<file path="config.mk">
export PLATFORM = sky130hd
export DESIGN_NAME = devolve_troco
export DESIGN_NICKNAME = d
export VERILOG_FILES = /design/src/rtl/devolve_troco.sv
export SDC_FILE = /design/constraint.sdc
export NUM_CORES = 1
export LEC_CHECK = 0
export CAP_MARGIN = 20
export CORE_MARGIN = 5
export CORE_UTILIZATION = 49
export CTS_CLUSTER_SIZE = 28
export DETAILED_ROUTE_END_ITERATION = 12
export PLACE_DENSITY = 0.82
export SYNTH_ARGS = -nofsm -noshare
export SYNTH_HDL_FRONTEND = slang
export SYNTH_SLANG_ARGS = --single-unit
</file>
<file path="constraint.sdc">
create_clock -name clock -period 1.7 [get_ports clock]
set_input_delay 0.34 -clock clock [delete_from_list [all_inputs] [get_ports clock]]
set_output_delay 0.34 -clock clock [all_outputs]
set_load 0.02 [all_outputs]
</file>
<file path="src/rtl/devolve_troco.sv">
// devolve_troco: change dispenser for the vending machine.
// Pays a change amount (in 0.25 units) to the coin hopper one coin at a time,
// always choosing the largest denomination that still fits, and uses a
// 4-phase req/ack handshake with a per-phase timeout.
// Optional build macro TROCO_ESTOQUE_EN adds per-denomination stock tracking
// and the abastecer refill input.
module devolve_troco #(
    parameter int TIMEOUT_CICLOS = 1400,
    parameter int LARGURA        = 5
) (
    input  logic               clock,
    input  logic               reset_n,
    input  logic               iniciar,
    input  logic [LARGURA-1:0] troco,
    input  logic               hopper_ack,
`ifdef TROCO_ESTOQUE_EN
    input  logic               abastecer,
`endif
    output logic               moeda_req,
    output logic [1:0]         moeda_sel,
    output logic [LARGURA-1:0] restante,
    output logic               ocupado,
    output logic               concluido,
    output logic               erro
);

    localparam int TIMER_W = (TIMEOUT_CICLOS > 2) ? $clog2(TIMEOUT_CICLOS) : 1;
    localparam logic [TIMER_W-1:0] TIMER_MAX = TIMER_W'(TIMEOUT_CICLOS - 1);

    typedef enum logic [2:0] {
        OCIOSO,
        CALCULA,
        PEDE,
        LIBERA,
        FIM,
        ERRO
    } estado_t;

    estado_t              estado_q;
    logic [TIMER_W-1:0]   timer_q;
    logic                 moeda_req_q;
    logic [1:0]           moeda_sel_q;
    logic [LARGURA-1:0]   restante_q;
    logic                 ocupado_q;
    logic                 concluido_q;
    logic                 erro_q;

    logic [2:0]           elegivel;     // {4-unit, 2-unit, 1-unit} coin available
    logic [1:0]           sel_d;
    logic [LARGURA-1:0]   restante_d;

    // Value in coin units of a denomination code.
    function automatic logic [LARGURA-1:0] coin_value(input logic [1:0] sel);
        logic [LARGURA-1:0] v;
        case (sel)
            2'b11:   v = LARGURA'(4);
            2'b10:   v = LARGURA'(2);
            2'b01:   v = LARGURA'(1);
            default: v = '0;
        endcase
        return v;
    endfunction

    // Greedy choice: largest eligible coin not exceeding the amount owed.
    // Returns 2'b00 when nothing fits, which keeps restante from underflowing.
    function automatic logic [1:0] pick_coin(input logic [LARGURA-1:0] r,
                                             input logic [2:0]         ok);
        logic [1:0] s;
        if (r >= LARGURA'(4) && ok[2])      s = 2'b11;
        else if (r >= LARGURA'(2) && ok[1]) s = 2'b10;
        else if (r >= LARGURA'(1) && ok[0]) s = 2'b01;
        else                                s = 2'b00;
        return s;
    endfunction

    assign sel_d      = pick_coin(restante_q, elegivel);
    assign restante_d = restante_q - coin_value(moeda_sel_q);

`ifdef TROCO_ESTOQUE_EN
    logic [2:0][3:0] estoque_q;
    logic [1:0]      estoque_idx;

    assign estoque_idx = moeda_sel_q - 2'd1;
    assign elegivel    = {|estoque_q[2], |estoque_q[1], |estoque_q[0]};

    // Stock bookkeeping: refill wins over the decrement of an accepted coin.
    always_ff @(posedge clock or negedge reset_n) begin
        if (!reset_n) begin
            estoque_q <= {3{4'd15}};
        end else if (abastecer) begin
            estoque_q <= {3{4'd15}};
        end else if (estado_q == PEDE && hopper_ack && estoque_q[estoque_idx] != 4'd0) begin
            estoque_q[estoque_idx] <= estoque_q[estoque_idx] - 4'd1;
        end
    end
`else
    assign elegivel = 3'b111;
`endif

    // Payout state machine; every output is a register updated here.
    always_ff @(posedge clock or negedge reset_n) begin
        if (!reset_n) begin
            estado_q    <= OCIOSO;
            timer_q     <= '0;
            moeda_req_q <= 1'b0;
            moeda_sel_q <= 2'b00;
            restante_q  <= '0;
            ocupado_q   <= 1'b0;
            concluido_q <= 1'b0;
            erro_q      <= 1'b0;
        end else begin
            concluido_q <= 1'b0;
            case (estado_q)
                OCIOSO: begin
                    timer_q <= '0;
                    if (iniciar) begin
                        restante_q <= troco;
                        erro_q     <= 1'b0;
                        ocupado_q  <= 1'b1;
                        estado_q   <= CALCULA;
                    end
                end
                CALCULA: begin
                    timer_q <= '0;
                    if (restante_q == '0) begin
                        concluido_q <= 1'b1;
                        estado_q    <= FIM;
                    end else if (sel_d == 2'b00) begin
                        // Only reachable with stock tracking: owed but no coin fits.
                        moeda_sel_q <= 2'b00;
                        ocupado_q   <= 1'b0;
                        erro_q      <= 1'b1;
                        estado_q    <= ERRO;
                    end else begin
                        moeda_sel_q <= sel_d;
                        moeda_req_q <= 1'b1;
                        estado_q    <= PEDE;
                    end
                end
                PEDE: begin
                    // An ack already high on entry is accepted; no edge detection.
                    if (hopper_ack) begin
                        restante_q  <= restante_d;
                        moeda_req_q <= 1'b0;
                        timer_q     <= '0;
                        estado_q    <= LIBERA;
                    end else if (timer_q == TIMER_MAX) begin
                        moeda_req_q <= 1'b0;
                        moeda_sel_q <= 2'b00;
                        ocupado_q   <= 1'b0;
                        erro_q      <= 1'b1;
                        timer_q     <= '0;
                        estado_q    <= ERRO;
                    end else begin
                        timer_q <= timer_q + 1'b1;
                    end
                end
                LIBERA: begin
                    // moeda_sel is held here until the hopper drops ack.
                    if (!hopper_ack) begin
                        timer_q  <= '0;
                        estado_q <= CALCULA;
                    end else if (timer_q == TIMER_MAX) begin
                        moeda_sel_q <= 2'b00;
                        ocupado_q   <= 1'b0;
                        erro_q      <= 1'b1;
                        timer_q     <= '0;
                        estado_q    <= ERRO;
                    end else begin
                        timer_q <= timer_q + 1'b1;
                    end
                end
                FIM: begin
                    timer_q     <= '0;
                    ocupado_q   <= 1'b0;
                    moeda_sel_q <= 2'b00;
                    estado_q    <= OCIOSO;
                end
                ERRO: begin
                    // restante stays frozen at the amount still owed.
                    timer_q <= '0;
                    if (iniciar) begin
                        erro_q     <= 1'b0;
                        restante_q <= troco;
                        ocupado_q  <= 1'b1;
                        estado_q   <= CALCULA;
                    end
                end
                default: begin
                    timer_q  <= '0;
                    estado_q <= OCIOSO;
                end
            endcase
        end
    end

    assign moeda_req = moeda_req_q;
    assign moeda_sel = moeda_sel_q;
    assign restante  = restante_q;
    assign ocupado   = ocupado_q;
    assign concluido = concluido_q;
    assign erro      = erro_q;

endmodule
</file>
# Yosys cells after proc, flatten, opt, wreduce, memory -nomap -nowiden
# Cells that the tools add are included.
[word_totals]
memories = 0
word_cells = 89
ram_bits = 0
out_inout_bits = 11
register_bits = 25
rom_bits = 0
latch_bits = 0
[classes]
muxes = 45
add_sub_neg = 2
mul = 0
reduce_logical = 14
n_shift = 0
n_eq_ne = 17
bitwise = 0
magnitude_cmp = 3
div_mod_pow = 0
[op_table]
columns = ["op", "count"]
rows = [
  ["$mux W11", 3],
  ["$pmux W11 S2", 1],
  ["$mux W1", 19],
  ["$mux W3", 6],
  ["$mux W2", 7],
  ["$ne A2 B2 Y1 const B", 6],
  ["$pmux W3 S4", 1],
  ["$reduce_and A6 Y1", 2],
  ["$add A11 B1 Y11 const B", 1],
  ["$eq A11 B11 Y1 const B", 1],
  ["$mux W5", 2],
  ["$pmux W5 S2", 1],
  ["$pmux W3 S3", 1],
  ["$pmux W2 S4", 1],
  ["$reduce_and A4 Y1", 2],
  ["$reduce_bool A4 Y1", 2],
  ["$eq A3 B2 Y1 const B", 2],
  ["$eq A3 B3 Y1 const B", 2],
  ["$ge A5 B1 Y1 const B", 1],
  ["$ge A5 B2 Y1 const B", 1],
  ["$ge A5 B3 Y1 const B", 1],
  ["$logic_not A5 Y1", 1],
  ["$pmux W1 S5", 1],
  ["$reduce_bool A5 Y1", 1],
  ["13 further kinds", 15],
]

# Longest topological paths before layout
# Gate-level depths: netlist of the first run.
[logic_depth]
ltp_word = 8
mapped_depth = 8
ltp_nobuf = 8

# Worst setup path before layout of the first run
# OpenSTA, ideal clock, no wires.
[synth_timing]
path_type = "reg2reg"
from = "register moeda_sel_q[0] (netlist: moeda_sel[0])"
to = "register restante_q[4] (netlist: restante[4])"
path_stages_with_launch = 9
path_slack_ps = -118
period_less_slack_ps = 1818
t_arrival_ps = 1697
path_cell_list = "dfrtp_1 nor2b_1 ha_1 fa_1 nor2b_1 nor3_1 nand2b_1 o21ai_0 a22o_1"
[synth_via]
elab_chain_cells = 5
elab_cells_between_ends = 7
[synth_rtl]
columns = ["element", "line", "text"]
rows = [
  ["start: declaration", "42", "logic [1:0] moeda_sel_q;"],
  ["start signal: assignment", "135", "moeda_sel_q <= sel_d;"],
  ["$eq A2 B1 Y1 / $eq A2 B2 Y1 (equally long branches)", "55", "case (sel)"],
  ["$pmux W3 S3 *", "55", ""],
  ["$sub A5 B5 Y5 *", "77", "assign restante_d = restante_q - coin_value(moeda_sel_q);"],
  ["$mux W5 *", "142", "if (hopper_ack) begin"],
  ["$pmux W5 S2 *", "113", "case (estado_q)"],
  ["end signal: assignment", "117", "restante_q <= troco;"],
  ["end signal: assignment", "143", "restante_q <= restante_d;"],
  ["end signal: assignment", "184", "restante_q <= troco;"],
  ["end: declaration", "43", "logic [LARGURA-1:0] restante_q;"],
]
# Every way passes the cells marked *; elsewhere a longest branch is shown, timed or not. The select of a mux whose other input is x is not followed.
# A chain may end at the register's enable or synchronous reset.

# Worst setup path in the final report of the first run
[layout_timing]
from = "register timer_q[0]"
to = "register moeda_sel_q[1] (netlist: moeda_sel[1])"
[layout_via]
elab_chain_cells = 4
elab_cells_between_ends = 5
[layout_rtl]
columns = ["element", "line", "text"]
rows = [
  ["start: declaration", "40", "logic [TIMER_W-1:0] timer_q;"],
  ["start signal: assignment", "155", "timer_q <= timer_q + 1'b1;"],
  ["start signal: assignment", "170", "timer_q <= timer_q + 1'b1;"],
  ["$eq A11 B11 Y1 *", "147, 163", ""],
  ["$mux W2 *", "n/a", ""],
  ["$mux W2 (on tied branches)", "n/a", ""],
  ["$pmux W2 S4 *", "n/a", ""],
]
# Marked as above.

==> metrics.txt, run 1 <==
# TYPE chip_impl_metric gauge
chip_impl_metric{name="drc",unit=""} 0
chip_impl_metric{name="groute.usage.overall",unit=""} 0.198
chip_impl_info{name="hp-class",value="input pin to asynchronous set/reset pin"} 1
chip_impl_metric{name="tritoncts_buffers",unit=""} 3
chip_impl_metric{name="timing_hold_violations_final",unit=""} 0
chip_impl_metric{name="final-seq-area",unit="um^2"} 629
chip_impl_info{name="synth_area_leaders",value="dfrtp_1 43%, nor2_1 5.4%, nand2_1 3.6%"} 1
chip_impl_metric{name="worst_stage_delay_on_the_critical_path",unit="ns"} 0.46
chip_impl_metric{name="clock_skew",unit="ns"} 0.0118
chip_impl_metric{name="synth_edf_count",unit=""} 0
chip_impl_metric{name="htree_levels",unit=""} 1
chip_impl_metric{name="die_h",unit="um"} 64.7
chip_impl_metric{name="pwr_density_cell",unit="mW/mm^2"} 1550
chip_impl_metric{name="timing.final.crit_share",unit=""} 1.05
chip_impl_metric{name="worst-r2r-setup-slack",unit="ns"} -0.08
chip_impl_metric{name="placed_cells_incl_taps",unit=""} 235
chip_impl_metric{name="io_buffer_count",unit=""} 19
chip_impl_metric{name="gate_count_after_technology_mapping",unit=""} 158
chip_impl_metric{name="worst_ep_arrival_time",unit="ns"} 2.01
chip_impl_metric{name="worstSkewPairLatency",unit="ns"} 0.33
chip_impl_info{name="crit_chain",value="ha_2, nand4b_1, or4_4, a32oi_4, mux2_4"} 1
chip_impl_metric{name="timing.slew.headroom",unit=""} 0.790
chip_impl_metric{name="async_reset_ff_frac",unit=""} 1.00
chip_impl_metric{name="antenna_cells",unit=""} 0
chip_impl_metric{name="detailedRoute.firstPassIterationCount",unit=""} 4
chip_impl_metric{name="coreArea",unit="mm^2"} 0.00281
chip_impl_metric{name="multi_input_gate_area",unit="um^2"} 865
chip_impl_metric{name="total_power_draw",unit="mW"} 3.20
chip_impl_info{name="synth_largest_area_cell",value="dfrtp_1"} 1
chip_impl_info{name="synth_ff_type",value="dfrtp_1"} 1
chip_impl_metric{name="synth.yosys.seq_area_share",unit=""} 0.427
chip_impl_metric{name="drt-wirelength-per-cell",unit="um"} 16.0
chip_impl_metric{name="final_worst_path_setup_slack",unit="ns"} -0.0809
chip_impl_metric{name="grt_max_degree",unit=""} 26
chip_impl_metric{name="worst-slew-pin-transition",unit="ns"} 0.307
chip_impl_metric{name="synth_warnings",unit=""} 0
chip_impl_info{name="reg2reg_to",value="moeda_sel[1]"} 1
chip_impl_metric{name="final_nets",unit=""} 227
chip_impl_info{name="timing.rr.start",value="timer_q[0]"} 1
chip_impl_metric{name="period_minus_slack",unit="ns"} 1.78
chip_impl_metric{name="syn-mean-instance-area",unit="um^2"} 9.27
chip_impl_info{name="cts_root_buffer",value="clkbuf_4"} 1
chip_impl_info{name="run_status",value="complete, but fails checks"} 1
chip_impl_metric{name="detail_route.wirelength",unit="um"} 3890
chip_impl_info{name="grt_setup_unrepaired",value="yes"} 1
chip_impl_metric{name="final_util",unit=""} 0.737
chip_impl_metric{name="first_iter_violations",unit=""} 129
chip_impl_info{name="timing.critical_path.max_delay_family",value="simple AND/OR/NAND/NOR gates"} 1
chip_impl_metric{name="cts-root-to-sink-buffers",unit=""} 2
chip_impl_metric{name="synth_cell_types",unit=""} 36
chip_impl_metric{name="reported_leakage_power",unit="nW"} 0.926
chip_impl_metric{name="hpwlAfterDp",unit="um"} 2900
chip_impl_metric{name="cp_num_cells",unit=""} 5
chip_impl_metric{name="die_x",unit="um"} 64.7
chip_impl_metric{name="num-fill-cells",unit=""} 206
chip_impl_metric{name="die_area",unit="mm^2"} 0.00418
chip_impl_metric{name="timing.max_cap.violations",unit=""} 0
chip_impl_metric{name="wire_length_of_the_first_global_routing_pass",unit="um"} 6600
chip_impl_metric{name="share_of_layout_cells_above_drive_strength_1",unit=""} 0.297
chip_impl_metric{name="postSynthRegisterBits",unit=""} 25
chip_impl_metric{name="netlist_area",unit="mm^2"} 0.00147
chip_impl_metric{name="area_growth_syn_to_layout",unit="%"} 41.1
chip_impl_metric{name="start_util",unit=""} 0.522
chip_impl_metric{name="grt_overflow_total",unit=""} 0
chip_impl_metric{name="ir_drop",unit="V"} 0.000856
chip_impl_metric{name="antenna_violations_before_repair",unit=""} 0
chip_impl_info{name="critical_path.endpoint_type",value="flip-flop"} 1
chip_impl_metric{name="pre_cts_ws",unit="ns"} -0.246
chip_impl_metric{name="first_global_vias",unit=""} 1445
chip_impl_metric{name="critPathBufInv",unit=""} 0
chip_impl_info{name="violations",value="setup timing"} 1
chip_impl_info{name="setup.worst_path.class",value="flip-flop to flip-flop"} 1
chip_impl_metric{name="synth_top_cell_area_share",unit=""} 0.427
chip_impl_metric{name="setup_viol",unit=""} 7
chip_impl_metric{name="timing.critical_path.fanout_max",unit=""} 2
chip_impl_metric{name="postPlaceCellArea",unit="mm^2"} 0.00192
chip_impl_metric{name="fmaxAchievable",unit="GHz"} 0.562
chip_impl_metric{name="postSynthNetCount",unit=""} 172
chip_impl_metric{name="cts_sinks",unit=""} 25
chip_impl_metric{name="holdBufCountCts",unit=""} 0
chip_impl_metric{name="summed_area_of_non_filler_cells_in_the_final_layout",unit="mm^2"} 0.00207
chip_impl_metric{name="floorplan.io_pins",unit=""} 20
chip_impl_metric{name="slew_viol_final",unit=""} 0
chip_impl_metric{name="postRouteAntennaNets",unit=""} 0
chip_impl_metric{name="num_vias",unit=""} 1369
chip_impl_info{name="timing.critical_path.slowest_stage_cell",value="or4_4"} 1
chip_impl_info{name="tritoncts",value="built"} 1
chip_impl_metric{name="final_cells",unit=""} 243
chip_impl_metric{name="worstPathRequired",unit="ns"} 1.93
chip_impl_metric{name="worstRegToRegCells",unit=""} 5
chip_impl_metric{name="post_drt_via_cell_ratio",unit=""} 5.63
chip_impl_metric{name="rows",unit=""} 19
chip_impl_metric{name="gp_routability_congestion",unit=""} 0.897
chip_impl_info{name="timing.critical_path.from_type",value="flip-flop"} 1
chip_impl_metric{name="clk_transition_reported_paths",unit="ns"} 0.15
[cells in the mapped netlist (all sizes together), types with 3 or more instances]
cell type  number
dfrtp          25
xnor2           5
mux2            3
nor2           21
nand3           5
a22o            4
inv             9
ha              4
o21ai           7
nand2          14
o211ai          3
a21oi           9
nand2b          5
buf             6
xor2            6
nor3            5
nor2b           4
[registers in the layout, indices dropped and copies added, names as in the netlist]
signal / flops
timer_q: 11
restante: 5
estado_q: 3
moeda_sel: 2
concluido: 1
erro: 1
moeda_req: 1
ocupado: 1
[cells by family (layout without fill, tap and decap cells)]
logic type	after synthesis	in the layout	synth area share
xor gates and xnor gates	11	11	0.0658
muxes	4	4	0.0299
and+or+nand+nor	63	63	0.209
AOI/OAI and AO/OA	35	35	0.177
adders and majority gates	5	5	0.0478
buffers and inverters	15	69	0.0436
DFF	25	25	0.427
[metal layers]
| layer | vias up | part of all wire | track usage |
|---|---|---|---|
| met5 | - | 0 | 0 |
| met3 | 10 | 0.031 | 0.0345 |
| met2 | 33 | 0.54 | 0.375 |
| li1 | 661 | - | - |
| met4 | 0 | 0.026 | 0.0660 |
| met1 | 665 | 0.40 | 0.225 |
[placed cells by master, fill, tap and decap left out, drive strengths merged, types with 5 or more instances in the layout]
cell / Yosys / routed
buf: 6 / 37
dfrtp: 25 / 25
nor2: 21 / 21
nand2: 14 / 14
inv: 9 / 9
clkdlybuf4s50: 0 / 9
a21oi: 9 / 9
dlygate4sd2: 0 / 7
o21ai: 7 / 7
xor2: 6 / 6
nand3: 5 / 5
xnor2: 5 / 5
nand2b: 5 / 5
nor3: 5 / 5
[power breakdown]
| part | switching (mW) | leakage (nW) | total [mW] | internal (mW) |
|---|---|---|---|---|
| logic | 0.976 | 0.596 | 1.95 | 0.974 |
| registers | 0.195 | 0.317 | 0.962 | 0.767 |
| clock network | 0.198 | 0.0139 | 0.288 | 0.0902 |
| total | 1.37 | 0.926 | 3.20 | 1.83 |
[through the flow]
| step | hold slack [ns] | setup TNS, ns |
|---|---|---|
| global route | 0.350 | -0.937 |
| finish | 0.340 | -0.311 |
| floorplan | 0.0444 | -0.154 |
| detailed placement | 0.500 | -3.13 |
| global placement | 0.482 | -1.24 |
| CTS | 0.341 | -0.316 |
[timing repair]
item	CTS	global route
pin swaps	4	1
buffers inserted	2	2
hold endpoints to repair	0	0
gates resized for setup	14	15
cloned	0	0
setup endpoints to repair	24	24
[how the worst max path moves through the flow]
stage,start,end,slack [ns]
4_1_cts,timer_q[0],moeda_sel[1],-0.09
3_3_place_gp,hopper_ack,moeda_sel[0],-0.15
6_report,timer_q[0],moeda_sel[1],-0.08
2_1_floorplan,timer_q[0],moeda_sel[0],-0.06
5_1_grt,timer_q[0],moeda_sel[1],-0.16
3_5_place_dp,hopper_ack,moeda_sel[0],-0.25
[worst reg2reg max path: cells and delay by family, from the launching register on]
family,cells,cell delay (ns)
simple gates,2,0.58
fa+ha+maj,1,0.19
mux,1,0.32
compound gates,1,0.22
flops,1,0.38
[final cells by class]
type                    count  area share
multi-input cells         118       0.418
flip-flops and latches     25       0.304
repair buffers             56       0.228
well taps                  31      0.0188
inverters                   9      0.0163
clock buffers               3      0.0109
clock inverters             1     0.00363
No activity file was read; power rests on OpenSTA's default activity.
==> inputs of run 2 (changes only) <==
--- a/config.mk
+++ b/config.mk
@@ -7,10 +7,11 @@
 export LEC_CHECK = 0
 export CAP_MARGIN = 20
 export CORE_MARGIN = 5
-export CORE_UTILIZATION = 49
+export CORE_UTILIZATION = 38
 export CTS_CLUSTER_SIZE = 28
 export DETAILED_ROUTE_END_ITERATION = 12
-export PLACE_DENSITY = 0.82
+export PLACE_DENSITY = 0.68
 export SYNTH_ARGS = -nofsm -noshare
 export SYNTH_HDL_FRONTEND = slang
 export SYNTH_SLANG_ARGS = --single-unit
+export TNS_END_PERCENT = 50
==> metrics.txt, run 2 (same netlist as run 1, synthesis figures left out) <==
# TYPE chip_impl_metric gauge
chip_impl_metric{name="hold_slack",unit="ns"} 0.429
chip_impl_info{name="critical_path.endpoint_type",value="flip-flop"} 1
chip_impl_metric{name="cts_sinks",unit=""} 25
chip_impl_info{name="setup.worst_path.class",value="flip-flop to flip-flop"} 1
chip_impl_metric{name="cts-root-to-sink-buffers",unit=""} 2
chip_impl_metric{name="drc",unit=""} 0
chip_impl_metric{name="worst_ep_arrival_time",unit="ns"} 1.96
chip_impl_metric{name="clk_transition_reported_paths",unit="ns"} 0.09
chip_impl_metric{name="antenna_violations_before_repair",unit=""} 0
chip_impl_metric{name="worst-slew-pin-transition",unit="ns"} 0.377
chip_impl_info{name="cts_root_buffer",value="clkbuf_8"} 1
chip_impl_metric{name="die_x",unit="um"} 72.1
chip_impl_metric{name="first_iter_violations",unit=""} 83
chip_impl_metric{name="postPlaceCellArea",unit="mm^2"} 0.00191
chip_impl_metric{name="wire_length_of_the_first_global_routing_pass",unit="um"} 5800
chip_impl_metric{name="final_worst_path_setup_slack",unit="ns"} -0.0920
chip_impl_metric{name="first_global_vias",unit=""} 1312
chip_impl_metric{name="timing.slew.headroom",unit=""} 0.749
chip_impl_metric{name="num-fill-cells",unit=""} 342
chip_impl_metric{name="die_area",unit="mm^2"} 0.00520
chip_impl_metric{name="final_nets",unit=""} 223
chip_impl_metric{name="timing.max_cap.violations",unit=""} 0
chip_impl_metric{name="largest_register_ff_count",unit=""} 11
chip_impl_metric{name="fmaxAchievable",unit="GHz"} 0.558
chip_impl_metric{name="area_growth_syn_to_layout",unit="%"} 40.1
chip_impl_metric{name="grt_overflow_total",unit=""} 0
chip_impl_metric{name="placed_cells_incl_taps",unit=""} 248
chip_impl_metric{name="tritoncts_buffers",unit=""} 3
chip_impl_metric{name="grt.met3_usage",unit=""} 0.0374
chip_impl_metric{name="ir_drop",unit="V"} 0.000782
chip_impl_info{name="tritoncts",value="built"} 1
chip_impl_metric{name="final_cells",unit=""} 256
chip_impl_metric{name="holdBufCountCts",unit=""} 0
chip_impl_metric{name="setup_viol",unit=""} 5
chip_impl_metric{name="gp_routability_congestion",unit=""} 0.864
chip_impl_info{name="mostFrequentLayoutCell",value="buf_4"} 1
chip_impl_metric{name="rows",unit=""} 22
chip_impl_metric{name="detailedRoute.firstPassIterationCount",unit=""} 4
chip_impl_metric{name="met2_usage",unit=""} 0.271
chip_impl_metric{name="detail_route.wirelength",unit="um"} 3520
chip_impl_metric{name="post_drt_via_cell_ratio",unit=""} 5.24
chip_impl_metric{name="pre_cts_ws",unit="ns"} -0.232
chip_impl_metric{name="groute.usage.overall",unit=""} 0.142
chip_impl_metric{name="postRouteAntennaNets",unit=""} 0
chip_impl_info{name="top_usage_layer",value="met2"} 1
chip_impl_info{name="violations",value="setup timing"} 1
chip_impl_metric{name="multi_input_gate_area",unit="um^2"} 845
chip_impl_metric{name="timing.critical_path.fanout_max",unit=""} 2
chip_impl_metric{name="hpwlAfterDp",unit="um"} 2570
chip_impl_metric{name="grt_use_met1",unit=""} 0.151
chip_impl_metric{name="worstPathRequired",unit="ns"} 1.87
chip_impl_metric{name="pwr_density_cell",unit="mW/mm^2"} 1560
chip_impl_info{name="largest_register",value="timer_q"} 1
chip_impl_metric{name="die_h",unit="um"} 72.1
chip_impl_metric{name="floorplan.io_pins",unit=""} 20
chip_impl_metric{name="clock_skew",unit="ns"} 0.0116
chip_impl_info{name="final_cell_mix",value="33 x buf_4, 23 x dfrtp_1, 21 x nor2_1"} 1
chip_impl_metric{name="reported_leakage_power",unit="nW"} 0.893
chip_impl_metric{name="start_util",unit=""} 0.397
chip_impl_metric{name="htree_levels",unit=""} 1
chip_impl_metric{name="final_util",unit=""} 0.557
chip_impl_metric{name="worstSkewPairLatency",unit="ns"} 0.27
chip_impl_metric{name="final-seq-area",unit="um^2"} 628
chip_impl_info{name="run_status",value="complete, but fails checks"} 1
chip_impl_metric{name="period_minus_slack",unit="ns"} 1.79
chip_impl_info{name="timing.critical_path.from_type",value="flip-flop"} 1
chip_impl_metric{name="num_vias",unit=""} 1341
chip_impl_metric{name="summed_area_of_non_filler_cells_in_the_final_layout",unit="mm^2"} 0.00205
chip_impl_metric{name="timing.final.crit_share",unit=""} 1.05
chip_impl_metric{name="io_buffer_count",unit=""} 19
chip_impl_metric{name="coreArea",unit="mm^2"} 0.00369
chip_impl_metric{name="worst-r2r-setup-slack",unit="ns"} -0.09
chip_impl_metric{name="drt-wirelength-per-cell",unit="um"} 13.7
chip_impl_metric{name="grt_max_degree",unit=""} 26
chip_impl_metric{name="slew_viol_final",unit=""} 0
chip_impl_info{name="hp-class",value="input pin to asynchronous set/reset pin"} 1
chip_impl_metric{name="antenna_cells",unit=""} 0
chip_impl_metric{name="total_power_draw",unit="mW"} 3.20
chip_impl_metric{name="setup-tns-final",unit="ns"} -0.252
chip_impl_metric{name="share_of_layout_cells_above_drive_strength_1",unit=""} 0.269
chip_impl_info{name="grt_setup_unrepaired",value="yes"} 1
chip_impl_metric{name="timing_hold_violations_final",unit=""} 0
run 2: cell count changes in the layout (fill, tap and decap cells not counted), sizes merged:
cell	change
clkinvlp	-1
clkdlybuf4s50	+6
dlymetal6s2s	-1
dlygate4sd2	-5
buf	-4
clkinv	+1
run 2: cell type report:
cell class / count / area share
clock buffers: 3 / 0.0201
inverters: 9 / 0.0165
multi-input cells: 118 / 0.411
clock inverters: 1 / 0.00244
repair buffers: 52 / 0.215
well taps: 48 / 0.0293
flip-flops and latches: 25 / 0.306
run 2: worst paths after layout:
check,from,to,cells after the start
worst max-delay path,timer_q[0],moeda_sel[1],5
worst min-delay path,reset_n,restante[1],2
worst max register to register,timer_q[0],moeda_sel[1],5
worst min register to register,ocupado,ocupado,1
max in group asynchronous,reset_n,moeda_sel[1],2
min in group clock,ocupado,ocupado,1
run 2: power breakdown:
group | internal (mW) | switching [mW] | leakage [nW]
Sequential | 0.765 | 0.201 | 0.317
Combinational | 0.978 | 0.897 | 0.550
Clock | 0.164 | 0.192 | 0.0255
Total | 1.91 | 1.29 | 0.893
run 2: critical path, stage by stage (launching register included):
cell	delay [ns]
dfrtp_1	0.37
ha_2	0.19
nand4b_1	0.13
or4_4	0.44
a32oi_2	0.23
mux2_1	0.34
run 2: routing by layer:
metal,up-vias,wire length [um]
li1,654,-
met1,652,1460
met2,31,1860
met3,4,173
met4,0,30
met5,-,0
run 2: repair_timing:
item,CTS,global route
setup endpoints to repair,5,21
setup buffers,3,1
gates resized for setup,9,8
pin swaps,5,0
